File: src/rtl/apb_node_pkg.sv
// Shared types for the APB node: FSM state encoding, decode result and error data default.
package apb_node_pkg;

  // Wide enough for the largest supported port count (32).
  localparam int unsigned IDX_W = 5;

  localparam logic [31:0] ERR_DATA_DEFAULT = 32'hBADACCE5;

  typedef enum logic [1:0] {
    IDLE,
    MSETUP,
    MACCESS,
    RESP
  } apb_node_state_e;

  typedef struct packed {
    logic             hit;
    logic [IDX_W-1:0] idx;
  } apb_dec_t;

endpackage

File: src/rtl/apb_node_tmo_if.sv
// Upstream APB slave port plus the shared/fanned-out downstream APB master signals.
interface apb_node_tmo_if #(
  parameter int unsigned NB_MASTER      = 8,
  parameter int unsigned APB_ADDR_WIDTH = 32,
  parameter int unsigned APB_DATA_WIDTH = 32
);
  // upstream side
  logic                                slv_psel_i;
  logic                                slv_penable_i;
  logic                                slv_pwrite_i;
  logic [APB_ADDR_WIDTH-1:0]           slv_paddr_i;
  logic [APB_DATA_WIDTH-1:0]           slv_pwdata_i;
  logic [APB_DATA_WIDTH-1:0]           slv_prdata_o;
  logic                                slv_pready_o;
  logic                                slv_pslverr_o;
  // downstream side
  logic [NB_MASTER-1:0]                mst_psel_o;
  logic                                mst_penable_o;
  logic                                mst_pwrite_o;
  logic [APB_ADDR_WIDTH-1:0]           mst_paddr_o;
  logic [APB_DATA_WIDTH-1:0]           mst_pwdata_o;
  logic [NB_MASTER*APB_DATA_WIDTH-1:0] mst_prdata_i;
  logic [NB_MASTER-1:0]                mst_pready_i;
  logic [NB_MASTER-1:0]                mst_pslverr_i;

  // The node itself: an APB slave upstream, an APB master downstream.
  modport slave (
    input  slv_psel_i, slv_penable_i, slv_pwrite_i, slv_paddr_i, slv_pwdata_i,
    output slv_prdata_o, slv_pready_o, slv_pslverr_o,
    output mst_psel_o, mst_penable_o, mst_pwrite_o, mst_paddr_o, mst_pwdata_o,
    input  mst_prdata_i, mst_pready_i, mst_pslverr_i
  );

  // The environment: upstream bridge plus the downstream peripherals.
  modport master (
    output slv_psel_i, slv_penable_i, slv_pwrite_i, slv_paddr_i, slv_pwdata_i,
    input  slv_prdata_o, slv_pready_o, slv_pslverr_o,
    input  mst_psel_o, mst_penable_o, mst_pwrite_o, mst_paddr_o, mst_pwdata_o,
    output mst_prdata_i, mst_pready_i, mst_pslverr_i
  );
endinterface

File: src/rtl/apb_addr_decoder.sv
// Priority address decoder: lowest-index port whose inclusive window contains the address.
module apb_addr_decoder
  import apb_node_pkg::*;
#(
  parameter int unsigned NB_MASTER      = 8,
  parameter int unsigned APB_ADDR_WIDTH = 32
) (
  input  logic [APB_ADDR_WIDTH-1:0]           addr_i,
  input  logic [NB_MASTER*APB_ADDR_WIDTH-1:0] start_addr_i,
  input  logic [NB_MASTER*APB_ADDR_WIDTH-1:0] end_addr_i,
  output apb_dec_t                            dec_o
);

  logic [NB_MASTER-1:0] match;

  // A reversed window (start > end) can never satisfy both compares, so it never matches.
  generate
    for (genvar gi = 0; gi < NB_MASTER; gi++) begin : g_match
      assign match[gi] = (start_addr_i[gi*APB_ADDR_WIDTH +: APB_ADDR_WIDTH] <= addr_i) &&
                         (addr_i <= end_addr_i[gi*APB_ADDR_WIDTH +: APB_ADDR_WIDTH]);
    end
  endgenerate

  // Scan from the top so the lowest matching index is the one left standing.
  always_comb begin
    dec_o.hit = 1'b0;
    dec_o.idx = '0;
    for (int k = NB_MASTER - 1; k >= 0; k--) begin
      if (match[k]) begin
        dec_o.hit = 1'b1;
        dec_o.idx = IDX_W'(k);
      end
    end
  end

endmodule

File: src/rtl/apb_node_tmo.sv
// Registered APB 1-to-N demux with decode-miss and PREADY-timeout error responses.
module apb_node_tmo
  import apb_node_pkg::*;
#(
  parameter int unsigned NB_MASTER      = 8,
  parameter int unsigned APB_ADDR_WIDTH = 32,
  parameter int unsigned APB_DATA_WIDTH = 32,
  parameter int unsigned TIMEOUT_CYCLES = 256,
  parameter logic [31:0] ERR_DATA       = ERR_DATA_DEFAULT
) (
  input  logic                                clk_i,
  input  logic                                rst_ni,
  apb_node_tmo_if.slave                       bus,
  input  logic [NB_MASTER*APB_ADDR_WIDTH-1:0] start_addr_i,
  input  logic [NB_MASTER*APB_ADDR_WIDTH-1:0] end_addr_i,
  output logic                                err_pulse_o
);

  localparam int unsigned CNT_W = (TIMEOUT_CYCLES == 0) ? 1 : $clog2(TIMEOUT_CYCLES + 1);
  localparam logic [APB_DATA_WIDTH-1:0] ERR_RDATA = APB_DATA_WIDTH'(ERR_DATA);

  apb_node_state_e           state_q;
  logic [NB_MASTER-1:0]      psel_q;
  logic                      penable_q;
  logic                      pwrite_q;
  logic [APB_ADDR_WIDTH-1:0] paddr_q;
  logic [APB_DATA_WIDTH-1:0] pwdata_q;
  logic [APB_DATA_WIDTH-1:0] prdata_q;
  logic                      pready_q;
  logic                      pslverr_q;
  logic                      err_pulse_q;
  logic                      abort_q;
  logic [CNT_W-1:0]          cnt_q;
  logic [CNT_W-1:0]          cnt_d;

  apb_dec_t                  dec;
  logic [NB_MASTER-1:0]      dec_onehot;
  logic [APB_DATA_WIDTH-1:0] rdata_masked [NB_MASTER];
  logic [APB_DATA_WIDTH-1:0] rdata_sel;
  logic                      tgt_ready;
  logic                      tgt_slverr;
  logic                      timeout_hit;
  logic                      aborted;

  apb_addr_decoder #(
    .NB_MASTER      (NB_MASTER),
    .APB_ADDR_WIDTH (APB_ADDR_WIDTH)
  ) u_dec (
    .addr_i       (bus.slv_paddr_i),
    .start_addr_i (start_addr_i),
    .end_addr_i   (end_addr_i),
    .dec_o        (dec)
  );

  // Per-port one-hot select and read-data gating; psel_q is the registered target during a transfer.
  generate
    for (genvar gi = 0; gi < NB_MASTER; gi++) begin : g_port
      assign dec_onehot[gi]   = dec.hit && (dec.idx == IDX_W'(gi));
      assign rdata_masked[gi] = psel_q[gi] ? bus.mst_prdata_i[gi*APB_DATA_WIDTH +: APB_DATA_WIDTH] : '0;
    end
  endgenerate

  // OR-reduce the gated read data; at most one port is selected.
  always_comb begin
    rdata_sel = '0;
    for (int k = 0; k < NB_MASTER; k++) begin
      rdata_sel = rdata_sel | rdata_masked[k];
    end
  end

  assign tgt_ready   = |(bus.mst_pready_i & psel_q);
  assign tgt_slverr  = |(bus.mst_pslverr_i & psel_q);
  assign cnt_d       = cnt_q + CNT_W'(1);
  assign timeout_hit = (TIMEOUT_CYCLES != 0) && (cnt_q == CNT_W'(TIMEOUT_CYCLES - 1));
  // Upstream dropped PSEL at some point during the downstream transfer.
  assign aborted     = abort_q || !bus.slv_psel_i;

  // Transfer FSM with all bus outputs registered; PREADY and the error pulse default low.
  always_ff @(posedge clk_i or negedge rst_ni) begin
    if (!rst_ni) begin
      state_q     <= IDLE;
      psel_q      <= '0;
      penable_q   <= 1'b0;
      pwrite_q    <= 1'b0;
      paddr_q     <= '0;
      pwdata_q    <= '0;
      prdata_q    <= '0;
      pready_q    <= 1'b0;
      pslverr_q   <= 1'b0;
      err_pulse_q <= 1'b0;
      abort_q     <= 1'b0;
      cnt_q       <= '0;
    end else begin
      pready_q    <= 1'b0;
      err_pulse_q <= 1'b0;
      case (state_q)
        IDLE: begin
          if (bus.slv_psel_i && !bus.slv_penable_i) begin
            paddr_q  <= bus.slv_paddr_i;
            pwdata_q <= bus.slv_pwdata_i;
            pwrite_q <= bus.slv_pwrite_i;
            abort_q  <= 1'b0;
            if (dec.hit) begin
              psel_q  <= dec_onehot;
              cnt_q   <= '0;
              state_q <= MSETUP;
            end else begin
              pready_q    <= 1'b1;
              pslverr_q   <= 1'b1;
              prdata_q    <= bus.slv_pwrite_i ? '0 : ERR_RDATA;
              err_pulse_q <= 1'b1;
              state_q     <= RESP;
            end
          end
        end
        MSETUP: begin
          penable_q <= 1'b1;
          abort_q   <= aborted;
          state_q   <= MACCESS;
        end
        MACCESS: begin
          cnt_q <= cnt_d;
          if (tgt_ready || timeout_hit) begin
            psel_q      <= '0;
            penable_q   <= 1'b0;
            err_pulse_q <= !tgt_ready;
            if (aborted) begin
              state_q <= IDLE;
            end else begin
              pready_q <= 1'b1;
              if (tgt_ready) begin
                pslverr_q <= tgt_slverr;
                prdata_q  <= pwrite_q ? '0 : rdata_sel;
              end else begin
                pslverr_q <= 1'b1;
                prdata_q  <= pwrite_q ? '0 : ERR_RDATA;
              end
              state_q <= RESP;
            end
          end else begin
            abort_q <= aborted;
          end
        end
        RESP: begin
          prdata_q  <= '0;
          pslverr_q <= 1'b0;
          state_q   <= IDLE;
        end
        default: state_q <= IDLE;
      endcase
    end
  end

  assign bus.slv_prdata_o  = prdata_q;
  assign bus.slv_pready_o  = pready_q;
  assign bus.slv_pslverr_o = pslverr_q;
  assign bus.mst_psel_o    = psel_q;
  assign bus.mst_penable_o = penable_q;
  assign bus.mst_pwrite_o  = pwrite_q;
  assign bus.mst_paddr_o   = paddr_q;
  assign bus.mst_pwdata_o  = pwdata_q;
  assign err_pulse_o       = err_pulse_q;

endmodule

File: src/flat_wrapper.sv
// flat-port wrapper written by rule: the top's interface ports become plain ports
module apb_node_tmo_flat import apb_node_pkg::*;
#(
  parameter int unsigned NB_MASTER      = 8,
  parameter int unsigned APB_ADDR_WIDTH = 32,
  parameter int unsigned APB_DATA_WIDTH = 32,
  parameter int unsigned TIMEOUT_CYCLES = 256,
  parameter logic [31:0] ERR_DATA       = ERR_DATA_DEFAULT
)
  (clk_i, rst_ni, start_addr_i, end_addr_i, err_pulse_o, bus_slv_psel_i, bus_slv_penable_i, bus_slv_pwrite_i, bus_slv_paddr_i, bus_slv_pwdata_i, bus_slv_prdata_o, bus_slv_pready_o, bus_slv_pslverr_o, bus_mst_psel_o, bus_mst_penable_o, bus_mst_pwrite_o, bus_mst_paddr_o, bus_mst_pwdata_o, bus_mst_prdata_i, bus_mst_pready_i, bus_mst_pslverr_i);
  apb_node_tmo_if #(.NB_MASTER(NB_MASTER), .APB_ADDR_WIDTH(APB_ADDR_WIDTH), .APB_DATA_WIDTH(APB_DATA_WIDTH)) bus_i ();
  input  logic clk_i;
  input  logic rst_ni;
  input  logic [NB_MASTER*APB_ADDR_WIDTH-1:0] start_addr_i;
  input  logic [NB_MASTER*APB_ADDR_WIDTH-1:0] end_addr_i;
  output logic err_pulse_o;
  input wire logic [$bits(bus_i.slv_psel_i)-1:0] bus_slv_psel_i;
  input wire logic [$bits(bus_i.slv_penable_i)-1:0] bus_slv_penable_i;
  input wire logic [$bits(bus_i.slv_pwrite_i)-1:0] bus_slv_pwrite_i;
  input wire logic [$bits(bus_i.slv_paddr_i)-1:0] bus_slv_paddr_i;
  input wire logic [$bits(bus_i.slv_pwdata_i)-1:0] bus_slv_pwdata_i;
  output wire logic [$bits(bus_i.slv_prdata_o)-1:0] bus_slv_prdata_o;
  output wire logic [$bits(bus_i.slv_pready_o)-1:0] bus_slv_pready_o;
  output wire logic [$bits(bus_i.slv_pslverr_o)-1:0] bus_slv_pslverr_o;
  output wire logic [$bits(bus_i.mst_psel_o)-1:0] bus_mst_psel_o;
  output wire logic [$bits(bus_i.mst_penable_o)-1:0] bus_mst_penable_o;
  output wire logic [$bits(bus_i.mst_pwrite_o)-1:0] bus_mst_pwrite_o;
  output wire logic [$bits(bus_i.mst_paddr_o)-1:0] bus_mst_paddr_o;
  output wire logic [$bits(bus_i.mst_pwdata_o)-1:0] bus_mst_pwdata_o;
  input wire logic [$bits(bus_i.mst_prdata_i)-1:0] bus_mst_prdata_i;
  input wire logic [$bits(bus_i.mst_pready_i)-1:0] bus_mst_pready_i;
  input wire logic [$bits(bus_i.mst_pslverr_i)-1:0] bus_mst_pslverr_i;
  assign bus_i.slv_psel_i = bus_slv_psel_i;
  assign bus_i.slv_penable_i = bus_slv_penable_i;
  assign bus_i.slv_pwrite_i = bus_slv_pwrite_i;
  assign bus_i.slv_paddr_i = bus_slv_paddr_i;
  assign bus_i.slv_pwdata_i = bus_slv_pwdata_i;
  assign bus_slv_prdata_o = bus_i.slv_prdata_o;
  assign bus_slv_pready_o = bus_i.slv_pready_o;
  assign bus_slv_pslverr_o = bus_i.slv_pslverr_o;
  assign bus_mst_psel_o = bus_i.mst_psel_o;
  assign bus_mst_penable_o = bus_i.mst_penable_o;
  assign bus_mst_pwrite_o = bus_i.mst_pwrite_o;
  assign bus_mst_paddr_o = bus_i.mst_paddr_o;
  assign bus_mst_pwdata_o = bus_i.mst_pwdata_o;
  assign bus_i.mst_prdata_i = bus_mst_prdata_i;
  assign bus_i.mst_pready_i = bus_mst_pready_i;
  assign bus_i.mst_pslverr_i = bus_mst_pslverr_i;
  apb_node_tmo #(.NB_MASTER(NB_MASTER), .APB_ADDR_WIDTH(APB_ADDR_WIDTH), .APB_DATA_WIDTH(APB_DATA_WIDTH), .TIMEOUT_CYCLES(TIMEOUT_CYCLES), .ERR_DATA(ERR_DATA)) u_core (.clk_i(clk_i), .rst_ni(rst_ni), .bus(bus_i), .start_addr_i(start_addr_i), .end_addr_i(end_addr_i), .err_pulse_o(err_pulse_o));
endmodule
File: config.mk
export PLATFORM = sky130hd
export DESIGN_NAME = apb_node_tmo_flat
export DESIGN_NICKNAME = d
export VERILOG_FILES = /design/src/rtl/apb_node_pkg.sv /design/src/rtl/apb_node_tmo_if.sv /design/src/rtl/apb_addr_decoder.sv /design/src/rtl/apb_node_tmo.sv /design/src/flat_wrapper.sv
export SDC_FILE = /design/constraint.sdc
export NUM_CORES = 1
export LEC_CHECK = 0
export CORE_AREA = 2 2 373 375
export DETAILED_ROUTE_END_ITERATION = 8
export DIE_AREA = 0 0 375 377
export SYNTH_ARGS = -nofsm -noshare
export SYNTH_HDL_FRONTEND = slang
export SYNTH_SLANG_ARGS = --single-unit
File: constraint.sdc
create_clock -name clk_i -period 5.7 [get_ports clk_i]
set_input_delay 1.425 -clock clk_i [delete_from_list [all_inputs] [get_ports clk_i]]
set_output_delay 1.425 -clock clk_i [all_outputs]
set_load 0.005 [all_outputs]
==> results_dict.tcl <==
set metrics [dict create \
    status "complete, no violations" \
    dieWidth_um 375 \
    wl_per_cell_um 24.8 \
    grt_pass1_vias 23787 \
    grt_max_degree 85 \
    synth_area_per_cell_um2 8.02 \
    crit_start "bus_slv_paddr_i[14]" \
    multi_input_area_mm2 0.0144 \
    dp_hpwl_mm 119 \
    clk_pin_slew_worst_paths_ps 70 \
    dpl-instance-area_mm2 0.0326 \
    reg2reg_from "u_core.bus.mst_psel_o[5]" \
    finalNetCount 4907 \
    slew_headroom_pct 39.1 \
    hp-class "reg -> reg" \
    drc 0 \
    synthArstFlopShare_pct 100 \
    fin_crit_ps 5600 \
    synthFlopType "dfrtp_1" \
    synth_fp_nets 3715 \
    max_cap_violations 0 \
    finalMaxSlewViolations 0 \
    antenna_found_initial 48 \
    fmax_mhz 179 \
    layout_common_cells "clkdlybuf4s50_1 (960), ha_1 (519), inv_1 (310)" \
    yosysWarnings 0 \
    grt.met1_usage_pct 19.4 \
    groute.usage.overall_pct 18.0 \
    ff2ff_path_depth 9 \
    cts.sinks 121 \
    finalSetupTns_ps 0 \
    drive_above_1_share_pct 10.3 \
    ff_latch_area_mm2 0.00303 \
    clock_skew_ps 11.8 \
    routabilityCongestion 0.971 \
    via_count 23304 \
    vias_per_cell 4.35 \
    placedCellCount 5310 \
    worst-slew-pin-transition_ps 914 \
    cp_data_required_time_ps 6030 \
    layoutNonFillerInstCount 5362 \
    netlist_instances 2343 \
    internal-power_mw 4.20 \
    reg2reg_to "u_core.bus.slv_prdata_o[30]" \
    crit_path_max_fanout 33 \
    ys_seq_area_share_pct 16.1 \
    rows 136 \
    layout_commonest_cell "clkdlybuf4s50_1" \
    p_per_area_mw_per_mm2 217 \
    htree_levels 4 \
    core_area_mm2 0.137 \
    fillers 15009 \
    drt_pass1_iterations 7 \
    start_util_pct 13.7 \
    grt_use_met2_pct 35.0 \
    p_sw_mw 3.04 \
    wirelength_mm 133 \
    dieArea_mm2 0.141 \
    critPathArrivalTime_ps 5930 \
    postCtsSetupBuffers 0 \
    fin_area_mm2 0.0333 \
    syn-cell-area_mm2 0.0188 \
    ant_nets 0 \
    clock_latency_ps 460 \
    area_growth_pct 77.3 \
    grt_pass1_wl_mm 180 \
    rsz0062_at_grt "false" \
    synth_seq_cells 121 \
    start_kind "input pin" \
    root_buffer "clkbuf_16" \
    ys_types 67 \
    crit_path_end "u_core.bus.slv_prdata_o[30]" \
    synth-edff-count 0 \
    p_leak_nw 15.1 \
    die_h_um 377 \
    whs_ps 478 \
    first_iter_violations 1072 \
    crit_type "in -> reg" \
    setup_viol 0 \
    period_share_pct 98.2 \
    clkPwrFrac_pct 17.6 \
    cts_max_path_buffers 2 \
    regToRegSetupSlack_ps 2320 \
    swShare_pct 42.0 \
    finalPower_mw 7.24 \
    grt_overflow_total 0 \
    cts.repair.resized 2 \
    port_buffers 961 \
    endpoint_kind "flip-flop" \
    pwr-share-seq_pct 20.5 \
    cts_tree "built" \
    hold_buffers 0 \
    power.share.combinational_pct 61.9 \
    ios 962 \
    cts_made_buffers 17 \
    top_usage_layer "met2" \
    hold_violations 0 \
    vdd_drop_max_v 0.000241 \
    grt_util_met3_pct 3.06 \
]
sequential cells by signal, summed over array words and instances (netlist names):
register / count
u_core.abort_q: 1
u_core.cnt_q: 9
u_core.bus.mst_pwdata_o: 32
u_core.bus.mst_penable_o: 1
u_core.bus.slv_prdata_o: 32
u_core.bus.mst_pwrite_o: 1
u_core.state_q: 2
u_core.bus.slv_pslverr_o: 1
u_core.bus.mst_psel_o: 8
u_core.bus.mst_paddr_o: 32
u_core.bus.slv_pready_o: 1
u_core.err_pulse_o: 1
synth_stat cells, types with 3 or more instances:
cell type | number | area [um^2]
and3_1 | 4 | 25.0
mux2_4 | 30 | 450
and2_1 | 7 | 43.8
a2111o_1 | 4 | 45.0
o21ai_0 | 113 | 566
a311oi_1 | 3 | 26.3
inv_1 | 310 | 1160
a211oi_1 | 13 | 97.6
clkbuf_1 | 56 | 210
nand2_1 | 287 | 1080
a22oi_1 | 112 | 841
o32ai_1 | 3 | 26.3
mux2_2 | 3 | 33.8
nor4_1 | 33 | 206
nand4_1 | 132 | 826
a21oi_1 | 226 | 1130
nor2_1 | 42 | 158
nor3_1 | 25 | 125
a2111oi_0 | 5 | 43.8
dfrtp_1 | 121 | 3030
a221o_1 | 15 | 150
o21a_1 | 5 | 37.5
a22o_1 | 16 | 140
buf_6 | 4 | 45.0
nand3_1 | 64 | 320
ha_1 | 519 | 6490
nor2b_1 | 18 | 113
and4_1 | 8 | 70.1
o31ai_1 | 4 | 30.0
nand2b_1 | 8 | 50.1
a221oi_1 | 30 | 263
o22ai_1 | 5 | 31.3
or4_1 | 6 | 45.0
a31oi_1 | 16 | 100
o211ai_1 | 21 | 158
a21o_1 | 24 | 180
or3_1 | 10 | 62.6
stage by stage:
step | util (%) | setup slack [ps]
4_1_cts | 24.3 | 12.6
3_5_place_dp | 23.8 | -827
3_3_place_gp | 23.8 | -790
6_report | 24.3 | 103
5_1_grt | 24.3 | 9.83
2_1_floorplan | - | 1010
cell families (layout without fill, tap and decap cells):
| logic type | Yosys count | count (layout) | synth area share [%] |
|---|---|---|---|
| and+or+nand+nor | 660 | 660 | 17.3 |
| AOI/OAI and AO/OA | 638 | 638 | 21.8 |
| adders and majority gates | 519 | 519 | 34.6 |
| buffers and inverters | 372 | 1577 | 7.59 |
| DFF | 121 | 121 | 16.1 |
| muxes | 33 | 33 | 2.58 |
| other | 0 | 20 | 0 |
routing by layer:
metal	share of wire, %	wire, um
met1	38	50200
met2	53	70700
met3	5.0	6690
met4	3.9	5160
met5	0.070	93
area by class of cell:
type | count | area share (%)
flip-flops and latches | 121 | 9.10
multi-input cells | 1850 | 43.3
clock buffers | 18 | 1.29
clock inverters | 14 | 0.695
diodes | 20 | 0.150
well taps | 1794 | 6.74
repair buffers | 1235 | 35.2
inverters | 310 | 3.49
how the worst min path moves through the flow:
stage | cells past startpoint | slack (ps) | to | from
after floorplan | 1 | 460 | u_core.abort_q | u_core.abort_q
after global placement | 2 | 460 | u_core.bus.mst_pwdata_o[10] | u_core.bus.mst_pwdata_o[10]
after detailed placement | 2 | 460 | u_core.bus.mst_pwdata_o[10] | u_core.bus.mst_pwdata_o[10]
after CTS | 2 | 480 | u_core.bus.mst_pwdata_o[10] | u_core.bus.mst_pwdata_o[10]
after global routing | 2 | 500 | u_core.bus.mst_pwdata_o[22] | u_core.bus.mst_pwdata_o[22]
final | 2 | 480 | u_core.bus.mst_pwdata_o[13] | u_core.bus.mst_pwdata_o[13]
critical path: stages:
cell and delay, ps:
clkdlybuf4s50_1 560, buf_4 250, ha_1 290, nand4_1 150, nor4_1 110, buf_4 170, nor3b_1 130, buf_4 140
and3_1 220, nor3_1 460, a211oi_1 140, nand4b_1 310, or2_1 390, a2111oi_4 440, buf_12 290, mux2_2 380
power groups by stage:
stage	clock network [mW]	logic [mW]	registers (mW)
4_1_cts	1.33	4.56	1.49
3_3_place_gp	0	4.50	1.49
5_1_grt	1.36	4.86	1.53
3_5_place_dp	0	4.54	1.50
2_1_floorplan	0	1.90	1.44
6_report	1.28	4.48	1.48
Note: power is estimated with default switching activity, not from simulation.
